--- src/rtl/uart_pkg.sv ---
// rtl/uart_pkg.sv - shared types and constants for the output-port UART transmitter
package uart_pkg;

   typedef enum logic [1:0] {
      IDLE  = 2'd0,
      START = 2'd1,
      DATA  = 2'd2,
      STOP  = 2'd3
   } uart_state_e;

   localparam int UART_BYTES_PER_WORD = 4;
   localparam int UART_DATA_BITS      = 8;

endpackage

--- src/rtl/word_fifo.sv ---
// rtl/word_fifo.sv - show-ahead word FIFO with occupancy count
module word_fifo #(
   parameter int DEPTH = 4,
   parameter int WIDTH = 32
) (
   input  logic                     clk_i,
   input  logic                     rst_ni,
   input  logic                     wr_en_i,
   input  logic [WIDTH-1:0]         wr_data_i,
   input  logic                     rd_en_i,
   output logic [WIDTH-1:0]         rd_data_o,
   output logic [$clog2(DEPTH):0]   count_o,
   output logic                     full_o,
   output logic                     empty_o
);

   localparam int AW = $clog2(DEPTH);
   localparam int CW = AW + 1;

   logic [WIDTH-1:0] mem_q [DEPTH];
   logic [AW-1:0]    wr_ptr_q;
   logic [AW-1:0]    rd_ptr_q;
   logic [CW-1:0]    count_q;
   logic             wr_ok;
   logic             rd_ok;

   assign rd_ok = rd_en_i && !empty_o;
   // A read in the same cycle frees the slot, so a full FIFO can still accept.
   assign wr_ok = wr_en_i && (!full_o || rd_ok);

   always_ff @(posedge clk_i or negedge rst_ni) begin
      if (!rst_ni) begin
         wr_ptr_q <= '0;
         rd_ptr_q <= '0;
         count_q  <= '0;
      end else begin
         if (wr_ok) wr_ptr_q <= wr_ptr_q + AW'(1);
         if (rd_ok) rd_ptr_q <= rd_ptr_q + AW'(1);
         case ({wr_ok, rd_ok})
            2'b10:   count_q <= count_q + CW'(1);
            2'b01:   count_q <= count_q - CW'(1);
            default: count_q <= count_q;
         endcase
      end
   end

   always_ff @(posedge clk_i) begin
      if (wr_ok) mem_q[wr_ptr_q] <= wr_data_i;
   end

   assign rd_data_o = mem_q[rd_ptr_q];
   assign count_o   = count_q;
   assign full_o    = (count_q == CW'(DEPTH));
   assign empty_o   = (count_q == '0);

endmodule

--- src/rtl/out_port_uart_tx.sv ---
// rtl/out_port_uart_tx.sv - queues OutPort words and shifts them out as 8N1 bytes, LSB byte first
module out_port_uart_tx
   import uart_pkg::*;
#(
   parameter int CLKS_PER_BIT = 16,
   parameter int FIFO_DEPTH   = 4
) (
   input  logic                          clock,
   input  logic                          Reset,
   input  logic                          OutPortin,
   input  logic [31:0]                   BusMuxOut,
   output logic                          tx,
   output logic                          busy,
   output logic                          fifo_full,
   output logic [$clog2(FIFO_DEPTH):0]   fifo_count,
   output logic                          overflow
);

   localparam int CW     = $clog2(CLKS_PER_BIT);
   localparam int BIT_W  = $clog2(UART_DATA_BITS);
   localparam int BYTE_W = $clog2(UART_BYTES_PER_WORD);
   localparam int WORD_W = UART_BYTES_PER_WORD * UART_DATA_BITS;

   uart_state_e         state_q, state_d;
   logic [CW-1:0]       cnt_q, cnt_d;
   logic [BIT_W-1:0]    bit_q, bit_d;
   logic [BYTE_W-1:0]   byte_q, byte_d;
   logic [WORD_W-1:0]   shift_q, shift_d;
   logic                tx_q, tx_d;
   logic                busy_q, busy_d;
   logic                overflow_q, overflow_d;

   logic                pop;
   logic                fifo_empty;
   logic [WORD_W-1:0]   fifo_rd_data;
   logic                bit_done;

   word_fifo #(
      .DEPTH (FIFO_DEPTH),
      .WIDTH (WORD_W)
   ) u_fifo (
      .clk_i     (clock),
      .rst_ni    (Reset),
      .wr_en_i   (OutPortin),
      .wr_data_i (BusMuxOut),
      .rd_en_i   (pop),
      .rd_data_o (fifo_rd_data),
      .count_o   (fifo_count),
      .full_o    (fifo_full),
      .empty_o   (fifo_empty)
   );

   assign bit_done = (cnt_q == CW'(CLKS_PER_BIT - 1));

   // tx_d is decoded from the current state, so the line lags the FSM by one cycle.
   always_comb begin
      state_d = state_q;
      cnt_d   = cnt_q + CW'(1);
      bit_d   = bit_q;
      byte_d  = byte_q;
      shift_d = shift_q;
      pop     = 1'b0;
      tx_d    = 1'b1;
      case (state_q)
         IDLE: begin
            cnt_d = '0;
            if (!fifo_empty) begin
               pop     = 1'b1;
               shift_d = fifo_rd_data;
               byte_d  = '0;
               state_d = START;
            end
         end
         START: begin
            tx_d = 1'b0;
            if (bit_done) begin
               cnt_d   = '0;
               bit_d   = '0;
               state_d = DATA;
            end
         end
         DATA: begin
            tx_d = shift_q[{byte_q, bit_q}];
            if (bit_done) begin
               cnt_d = '0;
               if (bit_q == BIT_W'(UART_DATA_BITS - 1)) state_d = STOP;
               else                                     bit_d   = bit_q + BIT_W'(1);
            end
         end
         STOP: begin
            tx_d = 1'b1;
            if (bit_done) begin
               cnt_d = '0;
               if (byte_q == BYTE_W'(UART_BYTES_PER_WORD - 1)) begin
                  state_d = IDLE;
               end else begin
                  byte_d  = byte_q + BYTE_W'(1);
                  state_d = START;
               end
            end
         end
         default: state_d = IDLE;
      endcase
   end

   assign busy_d     = (state_q != IDLE) || (fifo_count != '0);
   assign overflow_d = OutPortin && fifo_full && !pop;

   always_ff @(posedge clock or negedge Reset) begin
      if (!Reset) begin
         state_q    <= IDLE;
         cnt_q      <= '0;
         bit_q      <= '0;
         byte_q     <= '0;
         shift_q    <= '0;
         tx_q       <= 1'b1;
         busy_q     <= 1'b0;
         overflow_q <= 1'b0;
      end else begin
         state_q    <= state_d;
         cnt_q      <= cnt_d;
         bit_q      <= bit_d;
         byte_q     <= byte_d;
         shift_q    <= shift_d;
         tx_q       <= tx_d;
         busy_q     <= busy_d;
         overflow_q <= overflow_d;
      end
   end

   assign tx       = tx_q;
   assign busy     = busy_q;
   assign overflow = overflow_q;

endmodule

--- config.mk ---
export PLATFORM = sky130hd
export DESIGN_NAME = out_port_uart_tx
export DESIGN_NICKNAME = d
export VERILOG_FILES = /design/src/rtl/uart_pkg.sv /design/src/rtl/word_fifo.sv /design/src/rtl/out_port_uart_tx.sv
export SDC_FILE = /design/constraint.sdc
export NUM_CORES = 1
export LEC_CHECK = 0
export BUFFER_PORTS_ARGS = -buffer_cell sky130_fd_sc_hd__buf_2
export CAP_MARGIN = 20
export CORE_ASPECT_RATIO = 0.7
export CORE_MARGIN = 2
export CORE_UTILIZATION = 40
export CTS_BUF_LIST = sky130_fd_sc_hd__clkbuf_8
export CTS_CLUSTER_DIAMETER = 100
export DETAILED_ROUTE_END_ITERATION = 7
export GPL_TIMING_DRIVEN = 0
export SLEW_MARGIN = 40
export SYNTH_ARGS = -nofsm -noshare
export SYNTH_HDL_FRONTEND = slang
export SYNTH_SLANG_ARGS = --single-unit
--- constraint.sdc ---
create_clock -name clock -period 4.2 [get_ports clock]
set_input_delay 0.63 -clock clock [delete_from_list [all_inputs] [get_ports clock]]
set_output_delay 0.63 -clock clock [all_outputs]
set_load 0.1 [all_outputs]
---- Word-level counts from Yosys, hierarchy flattened ----
Memories as Yosys holds them, arrays and structs flattened. A register that Yosys moved wholly into a read port is not among the register bits.
Index checks and enable logic that the tools add are counted.
W data, S select, Z words.
storage, ports and cells
  bits in writable memories ............... 128
  output and inout bits ................... 7
  memories kept ........................... 1
  register bits ........................... 21
memories
  name          words  bits a word  read ports  clocked after Yosys merged registers in  write ports  RTL line         text
  u_fifo.mem_q  4      32           1           1                                        1            word_fifo.sv:20  logic [WIDTH-1:0] mem_q [DEPTH];
cells by class
  bitwise gates (word level) .............. 1
  equality and inequality tests ........... 16
  multiplexer cells ....................... 25
  add/subtract/negate cells ............... 7
  reduce and logical (&&, ||, !) cells .... 22
  order comparisons ....................... 1
operators by type and width
  cell                   number
  $mux W2                8
  $ne A2 B2 Y1 const B   7
  $pmux W3 S2            2
  $mux W3                3
  $eq A2 B2 Y1 const B   4
  $pmux W2 S4            1
  $pmux W4 S2            1
  $reduce_and A4 Y1      2
  $reduce_bool A2 Y1     4
  $add A2 B1 Y2 const B  3
  $add A3 B1 Y3 const B  2
  $eq A3 B3 Y1 const B   2
  $lt A5 B6 Y1 const B   1
  $mux W1                6
  $bmux W1 S5            1
  $reduce_and A5 Y1      1
  $add A4 B1 Y4 const B  1
  $eq A2 B1 Y1 const B   2
  $eq A4 B4 Y1 const B   1
  $logic_and A1 B1 Y1    4
  $logic_not A1 Y1       4
  $mux W4                1
  $pmux W2 S2            1
  $logic_not A3 Y1       1
  8 further kinds        9

---- Logic depth before layout (Yosys ltp) ----
Gate-level depths: netlist of the first run.
  depth after elaboration ................. 8
  mapped depth ............................ 9

---- Cells and area by module ----
From an unflattened synthesis of the first run, not the netlist that was laid out.
second synthesis, totals
  cell total of the unflattened synthesis .. 368
  area, all modules ....................... 7295.7 um^2
modules (own cells, without submodules)
  module            cells an instance  area each (um^2)  times used
  word_fifo         206                5046.1            1
  out_port_uart_tx  162                2249.7            1

---- Worst setup path before layout of the first run ----
No wires, ideal clock.
  kind .................................... reg-to-reg
  from .................................... reg u_fifo.count_q[1] (netlist: u_fifo.count_o[1])
  to ...................................... mem u_fifo.mem_q[0][0] (enable)
  data required time ...................... 3808 ps
  stages on the path, launching flop included .. 5
  setup slack ............................. 1444 ps
  arrival ................................. 2364 ps
  setup time .............................. 392 ps
  cells stage by stage .................... dfrtp_1 > nor4b_1 > nor2b_1 > clkbuf_1 > and2_1
on the way
  cells in the longest elaborated chain, start to end .. 8
  elaborated cells on any way between the ends .. 11
  classes of those cells .................. eq/ne (1); mux (4); reduce/logical (6)
ends and longest elaborated chain
  element                            RTL line                text
  start, declared                    word_fifo.sv:23         logic [CW-1:0] count_q;
  start signal, assigned             word_fifo.sv:40         2'b10: count_q <= count_q + CW'(1);
  start signal, assigned             word_fifo.sv:41         2'b01: count_q <= count_q - CW'(1);
  start signal, assigned             word_fifo.sv:42         default: count_q <= count_q;
  $logic_not A3 Y1                   word_fifo.sv:54         assign empty_o = (count_q == '0);
  $mux W1                            out_port_uart_tx.sv:67  if (!fifo_empty) begin
  $mux W1                            out_port_uart_tx.sv:64  case (state_q)
  $logic_and A1 B1 Y1                word_fifo.sv:27         assign rd_ok = rd_en_i && !empty_o;
  $logic_or A1 B1 Y1 (*)             word_fifo.sv:29         assign wr_ok = wr_en_i && (!full_o || rd_ok);
  $logic_and A1 B1 Y1 (*)            word_fifo.sv:29
  $mux W1 (*)                        word_fifo.sv:48         if (wr_ok) mem_q[wr_ptr_q] <= wr_data_i;
  $mux W1 (not written as such) (*)  word_fifo.sv:48
  end, declared                      word_fifo.sv:20
Every way passes the cells marked *; elsewhere a longest branch is shown, timed or not.

---- Worst setup path in the final report of the first run ----
  from .................................... reg state_q[0]
  to ...................................... mem u_fifo.mem_q[0][29] (enable)
on the way
  cells in the longest elaborated chain, start to end .. 7
ends and longest elaborated chain
  element                        RTL line                 text
  start, declared                out_port_uart_tx.sv:24   uart_state_e state_q, state_d;
  start signal, assigned         out_port_uart_tx.sv:120  state_q <= state_d;
  $logic_not A2 Y1               out_port_uart_tx.sv:64
  $mux W1                        out_port_uart_tx.sv:64
  $logic_and A1 B1 Y1            word_fifo.sv:27
  $logic_or A1 B1 Y1             word_fifo.sv:29
  $logic_and A1 B1 Y1            word_fifo.sv:29
  $mux W1                        word_fifo.sv:48
  $mux W1 (not written as such)  word_fifo.sv:48
Every way passes these cells.

==> results of run 1 <==
[Yosys cell counts, drive strengths merged]
master,n
a22oi,2
xnor2,6
o21bai,1
dfrtp,52
nand4b,2
mux2i,6
ha,13
edfxtp,128
o311a,1
a211oi,1
dfstp,1
mux4,39
a21o,1
clkbuf,12
and2,5
o31a,1
nor2,7
mux2,3
buf,8
a211o,1
fa,1
o21ai,5
nor3b,1
a22o,8
o31ai,1
a21oi,5
nand3,1
nor3,3
nor2b,6
nor4b,3
inv,9
nand2,102
and3,2
[power by group through the flow]
stage | registers [W] | clock network, W | logic, W
2_1_floorplan | 0.00278 | 0 | 0.00135
3_3_place_gp | 0.00269 | 0 | 0.00194
3_5_place_dp | 0.00270 | 0 | 0.00200
4_1_cts | 0.00266 | 0.00120 | 0.00200
5_1_grt | 0.00271 | 0.00127 | 0.00218
6_report | 0.00266 | 0.00116 | 0.00197
[layer usage]
layer	track usage, %	wire length [um]	vias up
li1	-	-	1749
met1	21.8	6670	1912
met2	23.5	6030	64
met3	3.07	430	12
met4	5.17	96	0
met5	0	0	-
[logic make-up (layout without fill, tap and decap cells)]
family	count (synthesis)	in the layout	share of synthesized area (%)
DFF	181	181	71.0
AOI/OAI and AO/OA	27	27	2.71
adders and majority gates	14	14	2.51
buffers and inverters	29	102	1.70
and+or+nand+nor	132	132	7.80
muxes	48	48	13.6
xor gates and xnor gates	6	6	0.721
[path summary, 6_finish.rpt]
| check | start | to | cells after the start |
|---|---|---|---|
| worst max-delay path | state_q[0]$_DFFE_PN0P_ | u_fifo.mem_q[0][29]$_DFFE_PP_ | 6 |
| worst min-delay path | Reset | busy$_DFF_PN0_ | 1 |
| worst max register to register | state_q[0]$_DFFE_PN0P_ | u_fifo.mem_q[0][29]$_DFFE_PP_ | 6 |
| worst min register to register | shift_q[10]$_DFFE_PN0N_ | shift_q[10]$_DFFE_PN0N_ | 2 |
| max in group asynchronous | Reset | shift_q[8]$_DFFE_PN0N_ | 1 |
| min in group clock | BusMuxOut[7] | u_fifo.mem_q[1][7]$_DFFE_PP_ | 1 |
[per-stage QoR]
stage               util [%]  area [um^2]  power, W  cells
CTS                     45.7         8210   0.00586    746
global route            45.8         8220   0.00617    746
finish                  45.8         8220   0.00580    746
floorplan                  -         7290   0.00413    437
detailed placement      43.4         7800   0.00470    714
global placement        43.4         7790   0.00463    714
[layout make-up]
type                    instances  share of cell area, %
well taps                     236                   3.59
multi-input cells             227                   24.5
inverters                       9                  0.411
clock inverters                15                   2.18
clock buffers                  17                   2.85
plain buffers                  20                   1.10
repair buffers                 41                   2.53
flip-flops and latches        181                   62.9
[state kept, by name, summed over array words and instances (netlist names)]
register         flops
bit_q                3
busy                 1
byte_q               2
cnt_q                4
overflow             1
shift_q             32
state_q              2
tx                   1
u_fifo.count_o       3
u_fifo.mem_q       128
u_fifo.rd_ptr_q      2
u_fifo.wr_ptr_q      2
[worst max-delay path, cell delays in order, from the launching register on]
cell and delay, ns:
sky130_fd_sc_hd__dfrtp_1 0.41, sky130_fd_sc_hd__inv_1 0.15, sky130_fd_sc_hd__ha_1 0.32, sky130_fd_sc_hd__nor4b_1 0.11, sky130_fd_sc_hd__nor2b_1 0.12, sky130_fd_sc_hd__clkbuf_1 0.34, sky130_fd_sc_hd__and2_4 0.55
==> key figures, run 1 <==
Setup path
  • Critical setup path kind: register to register
  • Maximum fanout count along the critical path: 32
  • Startpoint class of the critical path: register
  • Critical path data required time: 4.29 ns
  • Sort of element at the end of the critical path: register
  • Data arrival time of the critical path: 2.48 ns
  • Worst reg-to-reg setup slack: 1.81 ns

Finish
  • Commonest non-fill, non-tap cell in the layout: sky130_fd_sc_hd__edfxtp_1
  • Area occupied by multi-input gates: 2010 um^2
  • Diode count: 0
  • Commonest cells after routing, fill and taps aside: sky130_fd_sc_hd__edfxtp_1, sky130_fd_sc_hd__nand2_1, sky130_fd_sc_hd__dfrtp_1
  • Fraction of layout cells with a size suffix above 1: 24.1%
  • Combined flip-flop and latch cell area: 5170 um^2
  • Fill cell count: 1596
  • Fin nets: 546
  • Area growth from synthesis to layout: 12.8%

GRT
  • Congestion Overflow GR: 0
  • Global-route wire length before repair: 21.6 mm
  • Via count of the first global-routing pass: 3993
  • Global routing usage summed across all routing layers: 15.2%
  • Maximum number of pins on one net before global-route repair: 54
  • Antenna violations before repair: 0

STA
  • Setup slack of the critical path after layout: 1.81 ns
  • Post-Route Setup TNS: 0 ns
  • Count of endpoints failing setup in the final report: 0
  • Minimum hold slack: 0.203 ns
  • Minimum clock period: 2.39 ns
  • Crit share post-route: 56.9%
  • RSZ-0062 raised after global routing: no
  • Peak clock frequency supported by timing: 0.419 GHz
  • Tightest Pin Transition: 0.701 ns
  • Clock skew: 0.0217 ns
  • Final count of pins violating max slew: 0
  • Relative slew slack: 53.3%
  • Fin. Hold Viols: 0

Synth
  • Largest cells by area after synthesis: sky130_fd_sc_hd__edfxtp_1, sky130_fd_sc_hd__dfrtp_1, sky130_fd_sc_hd__mux4_2, sky130_fd_sc_hd__nand2_1, sky130_fd_sc_hd__ha_1
  • Mean Syn Cell Area: 16.7 um^2
  • Area fraction of the dominant cell type after synthesis: 52.7%
  • Seq cells post-synth: 181
  • Number of different library cells in the post-synthesis netlist: 37
  • Yosys top cell by area: sky130_fd_sc_hd__edfxtp_1
  • Post-synthesis cell count: 437
  • Synthesized netlist net count: 486
  • Count of warnings emitted by yosys: 0
  • Total standard cell area after synthesis: 7290 um^2
  • Sequential element share of the synthesized area: 71.0%

Clock tree
  • Clock tree from TritonCTS: yes
  • Hold_buf cts: 0
  • CTS clock-pin slew for the worst setup and hold paths: 0.11 ns
  • Root buffer selected by CTS: sky130_fd_sc_hd__clkbuf_8
  • Clock buffer count from CTS: 17
  • Number of buffers on the longest clock path: 2
  • Number of clock sinks: 181
  • Clock latency on the worst-skew pair: 0.46 ns
  • H-tree level count: 4
  • Count of cells resized by post-cts repair: 0
  • Post-CTS setup buffer count: 0

Routing
  • Drt wl/cell: 17.7 um
  • Number of iterations in the first detailed-routing pass: 4
  • Via density per instance: 5.01
  • Count of routing violations after the opening detailed-route iteration: 243
  • Antenna violation net count after detailed routing: 0
  • Sum of routed wire length over all layers: 13.2 mm
  • Via count: 3737
  • Residual DRC: 0

Power
  • Net Sw Frac: 36.4%
  • Power Dens Cells: 705 nW/um^2
  • Cell internal pwr: 0.00369 W
  • Net switching power of the design: 0.00211 W
  • Part of the total power dissipated in combinational logic: 34.0%
  • Leakage power: 3.12 nW
  • Clock share of power: 20.1%
  • Flop pwr share: 45.9%
  • Worst vdd ir: 660 uV

Placed design
  • Dpl hpwl: 8.57 mm
  • Number of I/O port buffers: 41
  • Routability-driven placement congestion ratio: 0.751
  • Placement Setup Slack: 1.83 ns

Floorplan
  • Die boundary width: 165 um
  • Starting Density: 40.6%
  • Num rows: 41
  • Die footprint: 19300 um^2
  • Die H: 117 um
  • Core ar.: 18000 um^2
  • Top-Level Pins: 42

Job
  • Count of max-cap constraint violations: 0

Status
  • Status: completed

Worst hold path
  • HP Class: input port to async pin
(Power assumes the default switching activity.)
==> inputs of run 2 (changes only) <==
--- a/config.mk
+++ b/config.mk
@@ -5,6 +5,7 @@
 export SDC_FILE = /design/constraint.sdc
 export NUM_CORES = 1
 export LEC_CHECK = 0
+export ABC_AREA = 1
 export BUFFER_PORTS_ARGS = -buffer_cell sky130_fd_sc_hd__buf_2
 export CAP_MARGIN = 20
 export CORE_ASPECT_RATIO = 0.7
==> constraint.sdc (replaced) <==
create_clock -name clock -period 1.93 [get_ports clock]
set_input_delay 0.2895 -clock clock [delete_from_list [all_inputs] [get_ports clock]]
set_output_delay 0.2895 -clock clock [all_outputs]
set_load 0.1 [all_outputs]
==> run 2 against run 1 <==
Utilization rose by 2.0 points. Sequential share of layout area fell by 3.0 points. Routed wire length up 24%. Power increased by 56%. Sequential power grew 88%. Design area increased by 5.2%. Global-route usage grew 2.1 points. Clock power is 110% higher. Clock skew decreased by 0.0059 ns. Clock-buffer cell count unchanged. Register-to-register slack worse by 1.7 ns.
==> key figures, run 2 <==
Power
  • Leakage power: 3.31 nW (was 3.12 nW)
  • Worst vdd ir: 508 uV (was 660 uV)
  • Total power: 0.00902 W (was 0.00580 W)
  • Power Dens Cells: 1040 nW/um^2 (was 705 nW/um^2)

Floorplan
  • Starting Density: 41.1% (was 40.6%)
  • Die boundary width: 167 um (was 165 um)
  • Die H: 118 um (was 117 um)
  • Num rows: 41 (unchanged)
  • Top-Level Pins: 42 (unchanged)
  • Die footprint: 19700 um^2 (was 19300 um^2)
  • Core ar.: 18100 um^2 (was 18000 um^2)

Finish
  • Area occupied by multi-input gates: 1910 um^2 (was 2010 um^2)
  • Fin nets: 764 (was 546)
  • Combined flip-flop and latch cell area: 5180 um^2 (was 5170 um^2)
  • Max reg flops: 128 (unchanged)
  • Most flops, register: u_fifo.mem_q (unchanged)
  • Commonest non-fill, non-tap cell in the layout: sky130_fd_sc_hd__edfxtp_1 (unchanged)
  • Diode count: 0 (unchanged)
  • Top Registers: u_fifo.mem_q (128), shift_q (32), cnt_q (4) (unchanged)
  • Commonest cells after routing, fill and taps aside: sky130_fd_sc_hd__edfxtp_1, sky130_fd_sc_hd__o21ai_0, sky130_fd_sc_hd__nor2_1 (was sky130_fd_sc_hd__edfxtp_1, sky130_fd_sc_hd__nand2_1, sky130_fd_sc_hd__dfrtp_1)
  • Fraction of layout cells with a size suffix above 1: 17.7% (was 24.1%)
  • Fill cell count: 1654 (was 1596)
  • Final standard cell utilization of the core: 47.8% (was 45.8%)
  • Area growth from synthesis to layout: 16.3% (was 12.8%)

Setup path
  • CP max stage cell: sky130_fd_sc_hd__dfrtp_4 (was sky130_fd_sc_hd__and2_4)
  • Sort of element at the end of the critical path: primary output (was register)
  • Critical path data required time: 1.64 ns (was 4.29 ns)
  • Maximum fanout count along the critical path: 4 (was 32)
  • Cells traversed along the worst timing path: nor3_4 -> buf_4 (was inv_1 -> ha_1 -> nor4b_1 -> nor2b_1 -> clkbuf_1 -> and2_4)
  • CP bufs+invs: 1 (was 2)
  • Worst reg-to-reg setup slack: 0.13 ns (was 1.81 ns)
  • Critical setup path kind: register to primary output (was register to register)
  • Path depth of the worst reg2reg path: 6 (unchanged)
  • Reg-to-reg startpoint: u_fifo.rd_ptr_q[1]$_DFFE_PN0N_ (was state_q[0]$_DFFE_PN0P_)
  • Start point of the critical path: u_fifo.count_o[1]$_DFFE_PN0P_ (was state_q[0]$_DFFE_PN0P_)
  • Category of cells accounting for the largest share of critical-path delay: flip-flops (was simple AND/OR/NAND/NOR gates)
  • Biggest cell delay along the critical path: 0.52 ns (was 0.55 ns)
  • Startpoint class of the critical path: register (unchanged)
  • Data arrival time of the critical path: 1.56 ns (was 2.48 ns)
  • Endpoint of the lowest-slack register-to-register path: shift_q[3]$_DFFE_PN0N_ (was u_fifo.mem_q[0][29]$_DFFE_PP_)

Clock tree
  • Number of clock sinks: 181 (unchanged)
  • Clock buffer count from CTS: 17 (unchanged)
  • H-tree level count: 4 (unchanged)
  • CTS clock-pin slew for the worst setup and hold paths: 0.10 ns (was 0.11 ns)
  • Root buffer selected by CTS: sky130_fd_sc_hd__clkbuf_8 (unchanged)
  • Number of buffers on the longest clock path: 2 (unchanged)
  • Clock tree from TritonCTS: yes (unchanged)
  • Clock latency on the worst-skew pair: 0.46 ns (about the same)

Worst hold path
  • Hold endpoint: u_fifo.mem_q[1][18]$_DFFE_PP_
  • HP Class: input port to register (was input port to async pin)
  • Hold Path Cell Cnt: 1
  • Hold Crit Start: BusMuxOut[18]

Routing
  • DR WL met2: 7.07 mm (was 6.03 mm)
  • Number of iterations in the first detailed-routing pass: 5 (was 4)
  • Sum of routed wire length over all layers: 16.4 mm (was 13.2 mm)
  • Residual DRC: 0 (unchanged)
  • Highest metal layer used by the detailed router: met4 (unchanged)
  • Via count: 4903 (was 3737)
  • Metal-1 WL: 8.18 mm (was 6.67 mm)
  • Via density per instance: 5.09 (was 5.01)
  • Antenna violation net count after detailed routing: 0 (unchanged)
  • Drt wl/cell: 17.0 um (was 17.7 um)
  • Count of routing violations after the opening detailed-route iteration: 402 (was 243)
  • WL met3: 862 um (was 430 um)

STA
  • Clock skew: 0.0158 ns (was 0.0217 ns)
  • Minimum clock period: 1.85 ns
  • Peak clock frequency supported by timing: 0.542 GHz
  • Fin. Hold Viols: 0 (unchanged)
  • Final count of pins violating max slew: 0 (unchanged)
  • Tightest Pin Transition: 0.667 ns (was 0.701 ns)
  • Relative slew slack: 55.5% (was 53.3%)
  • Count of endpoints failing setup in the final report: 0 (unchanged)
  • Crit share post-route: 95.6%
  • Post-Route Setup TNS: 0 ns (unchanged)

GRT
  • Global routing usage summed across all routing layers: 17.3% (was 15.2%)
  • Antenna violations before repair: 0 (unchanged)
  • Global-route wire length before repair: 26.2 mm (was 21.6 mm)
  • Via count of the first global-routing pass: 4853 (was 3993)
  • Congestion Overflow GR: 0 (unchanged)
  • Maximum number of pins on one net before global-route repair: 54 (unchanged)

Synth
  • Total standard cell area after synthesis: 7430 um^2 (was 7290 um^2)
  • Seq cells post-synth: 181 (unchanged)
  • Post-synth EDFFs: 128 (unchanged)
  • Synthesized netlist net count: 689 (was 486)
  • Post-synthesis cell count: 640 (was 437)
  • Count of warnings emitted by yosys: 0 (unchanged)
  • Proportion of register bits with asynchronous set or reset after synthesis: 29.3% (unchanged)
  • Area fraction of the dominant cell type after synthesis: 51.7% (was 52.7%)
  • Leading post-synthesis cells by instance count: sky130_fd_sc_hd__edfxtp_1, sky130_fd_sc_hd__nor2_1, sky130_fd_sc_hd__o21ai_0 (was sky130_fd_sc_hd__edfxtp_1, sky130_fd_sc_hd__nand2_1, sky130_fd_sc_hd__dfrtp_1)
  • Yosys top cell by area: sky130_fd_sc_hd__edfxtp_1 (unchanged)
  • Sequential element share of the synthesized area: 69.6% (was 71.0%)
  • Most numerous cell in the Yosys netlist: sky130_fd_sc_hd__edfxtp_1 (unchanged)
  • Number of different library cells in the post-synthesis netlist: 31 (was 37)
  • Largest cells by area after synthesis: sky130_fd_sc_hd__edfxtp_1, sky130_fd_sc_hd__dfrtp_1, sky130_fd_sc_hd__o21ai_0, sky130_fd_sc_hd__nor2_1, sky130_fd_sc_hd__nand2_1 (was sky130_fd_sc_hd__edfxtp_1, sky130_fd_sc_hd__dfrtp_1, sky130_fd_sc_hd__mux4_2, sky130_fd_sc_hd__nand2_1, sky130_fd_sc_hd__ha_1)
  • Mean Syn Cell Area: 11.6 um^2 (was 16.7 um^2)
  • Most used DFF post-synth: sky130_fd_sc_hd__edfxtp_1 (unchanged)

Placed design
  • Number of I/O port buffers: 41 (unchanged)
  • Dpl hpwl: 11.2 mm (was 8.57 mm)
  • Routability-driven placement congestion ratio: 0.860 (was 0.751)

Job
  • Count of max-cap constraint violations: 0 (unchanged)

Status
  • Status: completed (unchanged)
run 2: cell count changes in the layout (fill, tap and decap cells not counted), moves of 8 or more:
cell	before	now
sky130_fd_sc_hd__nand2_1	102	76
sky130_fd_sc_hd__o21ai_1	0	23
sky130_fd_sc_hd__buf_4	1	16
sky130_fd_sc_hd__inv_1	9	52
sky130_fd_sc_hd__o21ai_0	5	81
sky130_fd_sc_hd__o22ai_1	0	31
sky130_fd_sc_hd__a22o_1	8	0
sky130_fd_sc_hd__nor2_1	7	80
sky130_fd_sc_hd__nand3_1	1	36
sky130_fd_sc_hd__mux4_2	34	0
run 2: worst reg2reg max path, cell delays in order (launching register included):
cell and delay [ns]:
sky130_fd_sc_hd__dfrtp_1 0.47, sky130_fd_sc_hd__inv_1 0.18, sky130_fd_sc_hd__clkbuf_1 0.44, sky130_fd_sc_hd__o21ai_0 0.19
sky130_fd_sc_hd__o22ai_1 0.29, sky130_fd_sc_hd__nand2_1 0.10, sky130_fd_sc_hd__o21ai_1 0.08
run 2: kinds of logic (layout without fill, tap and decap cells):
group	count (synthesis)	count (layout)	synth area share (%)
simple gates	204	204	11.2
flops	181	181	69.6
compound gates	144	144	10.5
buf+inv	92	180	5.72
fa+ha+maj	14	14	2.46
xor+xnor	5	5	0.589
run 2: per-layer routing:
| metal | vias up | GRT usage [%] |
|---|---|---|
| met5 | - | 0 |
| met4 | 0 | 5.39 |
| met3 | 17 | 3.40 |
| met2 | 121 | 25.5 |
| met1 | 2399 | 25.8 |
| li1 | 2366 | - |
run 2: worst max-delay path by stage:
| stage | cells after the start | endpoint | slack [ns] |
|---|---|---|---|
| after floorplan | 5 | u_fifo.mem_q[0][0]$_DFFE_PP_ | -0.40 |
| after global placement | 6 | u_fifo.mem_q[3][6]$_DFFE_PP_ | -0.62 |
| after detailed placement | 7 | u_fifo.mem_q[3][15]$_DFFE_PP_ | -0.16 |
| after CTS | 12 | u_fifo.count_o[2]$_DFFE_PN0P_ | 0.03 |
| after global routing | 12 | u_fifo.count_o[2]$_DFFE_PN0P_ | -0.01 |
| final | 2 | fifo_full | 0.08 |
run 2: layout make-up:
type                       instances  share of cell area (%)
buffer                            31                    2.27
multi-input combinational        367                    22.1
clock inverter                    15                    1.65
tap                              236                    3.41
timing repair buffer              56                    5.32
sequential                       181                    59.9
clock buffer                      17                    2.71
inverter                          61                    2.68
run 2: power breakdown:
part / leakage [nW] / switching [W] / internal (W)
clock network: 0.186 / 0.00147 / 0.000947
logic: 1.33 / 0.00112 / 0.000487
registers: 1.80 / 0.000165 / 0.00482
total: 3.31 / 0.00276 / 0.00625
run 2: stage by stage:
| stage | std cells | hold WS, ns | setup slack [ns] | area, um^2 |
|---|---|---|---|---|
| after CTS | 960 | 0.0138 | 0.0314 | 8610 |
| after floorplan | 640 | -0.00609 | -0.403 | 7490 |
| after global placement | 917 | 0.440 | -0.624 | 7990 |
| after global routing | 964 | 0.0219 | -0.00998 | 8650 |
| after detailed placement | 925 | 0.372 | -0.158 | 8190 |
| final | 964 | 0.0360 | 0.0841 | 8650 |
run 2: timing repair:
item | in CTS | in global routing
hold buffers | 1 | 0
setup buffers | 2 | 4
hold endpoints to repair | 52 | 0
resized for setup | 5 | 2
endpoints found under the setup margin | 128 | 43
pin swaps | 1 | 0
==> inputs of run 3 (changes only) <==
--- a/config.mk
+++ b/config.mk
@@ -7,9 +7,8 @@
 export LEC_CHECK = 0
 export ABC_AREA = 1
 export BUFFER_PORTS_ARGS = -buffer_cell sky130_fd_sc_hd__buf_2
-export CAP_MARGIN = 20
+export CAP_MARGIN = 0
 export CORE_ASPECT_RATIO = 0.7
-export CORE_MARGIN = 2
 export CORE_UTILIZATION = 40
 export CTS_BUF_LIST = sky130_fd_sc_hd__clkbuf_8
 export CTS_CLUSTER_DIAMETER = 100
==> run 3 against run 2 <==
Register-to-register slack got worse by 0.06 ns. Clock-buffer cell count unchanged. Design area rose by 0.75%. Non-clock buffer count grew 2. Combinational power increased by 9.9%. Flip-flop and latch count did not move. Largest power group unchanged.
==> key figures, run 3 (same netlist as run 2, synthesis figures left out) <==
Status
  • Status: completed (unchanged)

Floorplan
  • Num rows: 41 (unchanged)
  • Die footprint: 19100 um^2 (was 19700 um^2)
  • Starting Density: 41.1% (unchanged)
  • Die boundary width: 165 um (was 167 um)
  • Top-Level Pins: 42 (unchanged)
  • Die H: 116 um (was 118 um)
  • Core ar.: 18100 um^2 (unchanged)

Power
  • Total power: 0.00907 W (was 0.00902 W)
  • Worst vdd ir: 629 uV (was 508 uV)
  • Leakage power: 3.32 nW (was 3.31 nW)
  • Power Dens Cells: 1040 nW/um^2 (about the same)

Finish
  • Area growth from synthesis to layout: 17.2% (was 16.3%)
  • Fraction of layout cells with a size suffix above 1: 18.6% (was 17.7%)
  • Max reg flops: 128 (unchanged)
  • Diode count: 0 (unchanged)
  • Final non-filler cell total: 966 (was 964)
  • Fin nets: 766 (was 764)
  • Final Instance Area: 8710 um^2 (was 8650 um^2)
  • Most flops, register: u_fifo.mem_q (unchanged)
  • Commonest non-fill, non-tap cell in the layout: sky130_fd_sc_hd__edfxtp_1 (unchanged)
  • Commonest cells after routing, fill and taps aside: sky130_fd_sc_hd__edfxtp_1, sky130_fd_sc_hd__o21ai_0, sky130_fd_sc_hd__nor2_1 (unchanged)
  • Top Registers: u_fifo.mem_q (128), shift_q (32), cnt_q (4) (unchanged)

Routing
  • Count of routing violations after the opening detailed-route iteration: 432 (was 402)
  • Sum of routed wire length over all layers: 16.7 mm (was 16.4 mm)
  • Residual DRC: 0 (unchanged)
  • Number of iterations in the first detailed-routing pass: 4 (was 5)
  • Via count: 5025 (was 4903)
  • Antenna violation net count after detailed routing: 0 (unchanged)
  • Via density per instance: 5.20 (was 5.09)
  • Drt wl/cell: 17.3 um (was 17.0 um)

STA
  • Crit share post-route: 96.1% (was 95.6%)
  • Final count of pins violating max slew: 0 (unchanged)
  • Minimum clock period: 1.86 ns (was 1.85 ns)
  • Post-Route Setup TNS: 0 ns (unchanged)
  • Fin. Hold Viols: 0 (unchanged)
  • Count of endpoints failing setup in the final report: 0 (unchanged)
  • Relative slew slack: 55.0% (was 55.5%)
  • Minimum hold slack: 0.0530 ns (was 0.0360 ns)
  • Peak clock frequency supported by timing: 0.539 GHz (was 0.542 GHz)
  • Tightest Pin Transition: 0.675 ns (was 0.667 ns)
  • Clock skew: 0.0157 ns (was 0.0158 ns)

GRT
  • Via count of the first global-routing pass: 5013 (was 4853)
  • Antenna violations before repair: 0 (unchanged)
  • Maximum number of pins on one net before global-route repair: 54 (unchanged)
  • Global routing usage summed across all routing layers: 18.7% (was 17.3%)
  • Global-route wire length before repair: 26.4 mm (was 26.2 mm)
  • Congestion Overflow GR: 0 (unchanged)

Placed design
  • Dpl hpwl: 11.3 mm (was 11.2 mm)
  • Routability-driven placement congestion ratio: 0.864 (was 0.860)
  • Instance area after placement: 8190 um^2 (unchanged)
  • Instance count after placement with tap cells included: 925 (unchanged)
  • Number of I/O port buffers: 41 (unchanged)

Clock tree
  • Number of clock sinks: 181 (unchanged)
  • Clock tree from TritonCTS: yes (unchanged)
  • CTS clock-pin slew for the worst setup and hold paths: 0.10 ns (about the same)
  • Root buffer selected by CTS: sky130_fd_sc_hd__clkbuf_8 (unchanged)
  • Number of buffers on the longest clock path: 2 (unchanged)
  • Clock buffer count from CTS: 17 (unchanged)
  • Clock latency on the worst-skew pair: 0.45 ns (was 0.46 ns)
  • H-tree level count: 4 (unchanged)

Setup path
  • Critical path data required time: 2.09 ns (was 1.64 ns)
  • Critical setup path kind: register to register (was register to primary output)
  • Sort of element at the end of the critical path: register (was primary output)
  • Startpoint class of the critical path: register (unchanged)
  • Data arrival time of the critical path: 2.02 ns (was 1.56 ns)
  • Worst reg-to-reg setup slack: 0.07 ns (was 0.13 ns)
  • Maximum fanout count along the critical path: 8 (was 4)

Job
  • Count of max-cap constraint violations: 0 (unchanged)

Worst hold path
  • HP Class: input port to register (unchanged)
run 3: cell count changes in the layout (fill, tap and decap cells not counted), moves of 2 or more:
cell	previous run	this run
sky130_fd_sc_hd__clkinvlp_4	2	6
sky130_fd_sc_hd__buf_12	0	2
sky130_fd_sc_hd__clkinv_4	3	1
sky130_fd_sc_hd__inv_2	7	9
sky130_fd_sc_hd__inv_8	3	1
run 3: final timing paths:
kind,from,endpoint,depth (start not counted)
worst min-delay path,BusMuxOut[22],u_fifo.mem_q[3][22]$_DFFE_PP_,1
worst max register to register,state_q[1]$_DFFE_PN0P_,u_fifo.mem_q[3][2]$_DFFE_PP_,8
worst max-delay path,state_q[1]$_DFFE_PN0P_,u_fifo.mem_q[3][2]$_DFFE_PP_,8
max in group asynchronous,Reset,u_fifo.count_o[2]$_DFFE_PN0P_,2
min in group asynchronous,Reset,state_q[1]$_DFFE_PN0P_,2
worst min register to register,cnt_q[0]$_DFF_PN0_,cnt_q[0]$_DFF_PN0_,1
run 3: layout make-up:
| type | count | area (um^2) |
|---|---|---|
| clock inverter | 15 | 124 |
| sequential | 181 | 5180 |
| multi-input combinational | 367 | 1920 |
| fill | 1652 | 9400 |
| timing repair buffer | 58 | 526 |
| tap | 236 | 295 |
| clock buffer | 17 | 234 |
| inverter | 61 | 231 |
| buffer | 31 | 198 |
run 3: critical path: stages (launching register included):
cell	delay, ns
sky130_fd_sc_hd__dfrtp_1	0.42
sky130_fd_sc_hd__inv_2	0.12
sky130_fd_sc_hd__ha_4	0.19
sky130_fd_sc_hd__nand2_8	0.08
sky130_fd_sc_hd__nand2_2	0.10
sky130_fd_sc_hd__nand2_4	0.12
sky130_fd_sc_hd__nor2_4	0.12
sky130_fd_sc_hd__buf_12	0.14
sky130_fd_sc_hd__bufbuf_16	0.27
run 3: timing repair:
action,CTS,global route
cloned,1,0
setup buffers,4,3
endpoints found under the setup margin,125,2
hold buffers,1,0
pin swaps,1,2
resized for setup,6,9
endpoints found under the hold margin,52,0
run 3: through the flow:
| stage | setup slack, ns | util, % |
|---|---|---|
| 6_report | 0.0745 | 48.1 |
| 3_3_place_gp | -0.617 | 44.1 |
| 2_1_floorplan | -0.403 | - |
| 5_1_grt | -0.00759 | 48.1 |
| 3_5_place_dp | -0.141 | 45.2 |
| 4_1_cts | 0.0498 | 47.9 |
run 3: metal layers:
layer,share of wire [%],vias to the layer above,track usage [%]
met2,46,166,29.6
met5,0,-,0
li1,-,2369,-
met1,48,2484,26.6
met3,6.1,6,4.04
met4,0.34,0,4.04
run 3: where the power goes:
group / total, W / leakage [nW] / internal (W) / switching [W]
clock: 0.00232 / 0.165 / 0.000916 / 0.00140
combinational: 0.00177 / 1.36 / 0.000596 / 0.00117
sequential: 0.00499 / 1.80 / 0.00482 / 0.000167
total: 0.00907 / 3.32 / 0.00633 / 0.00274
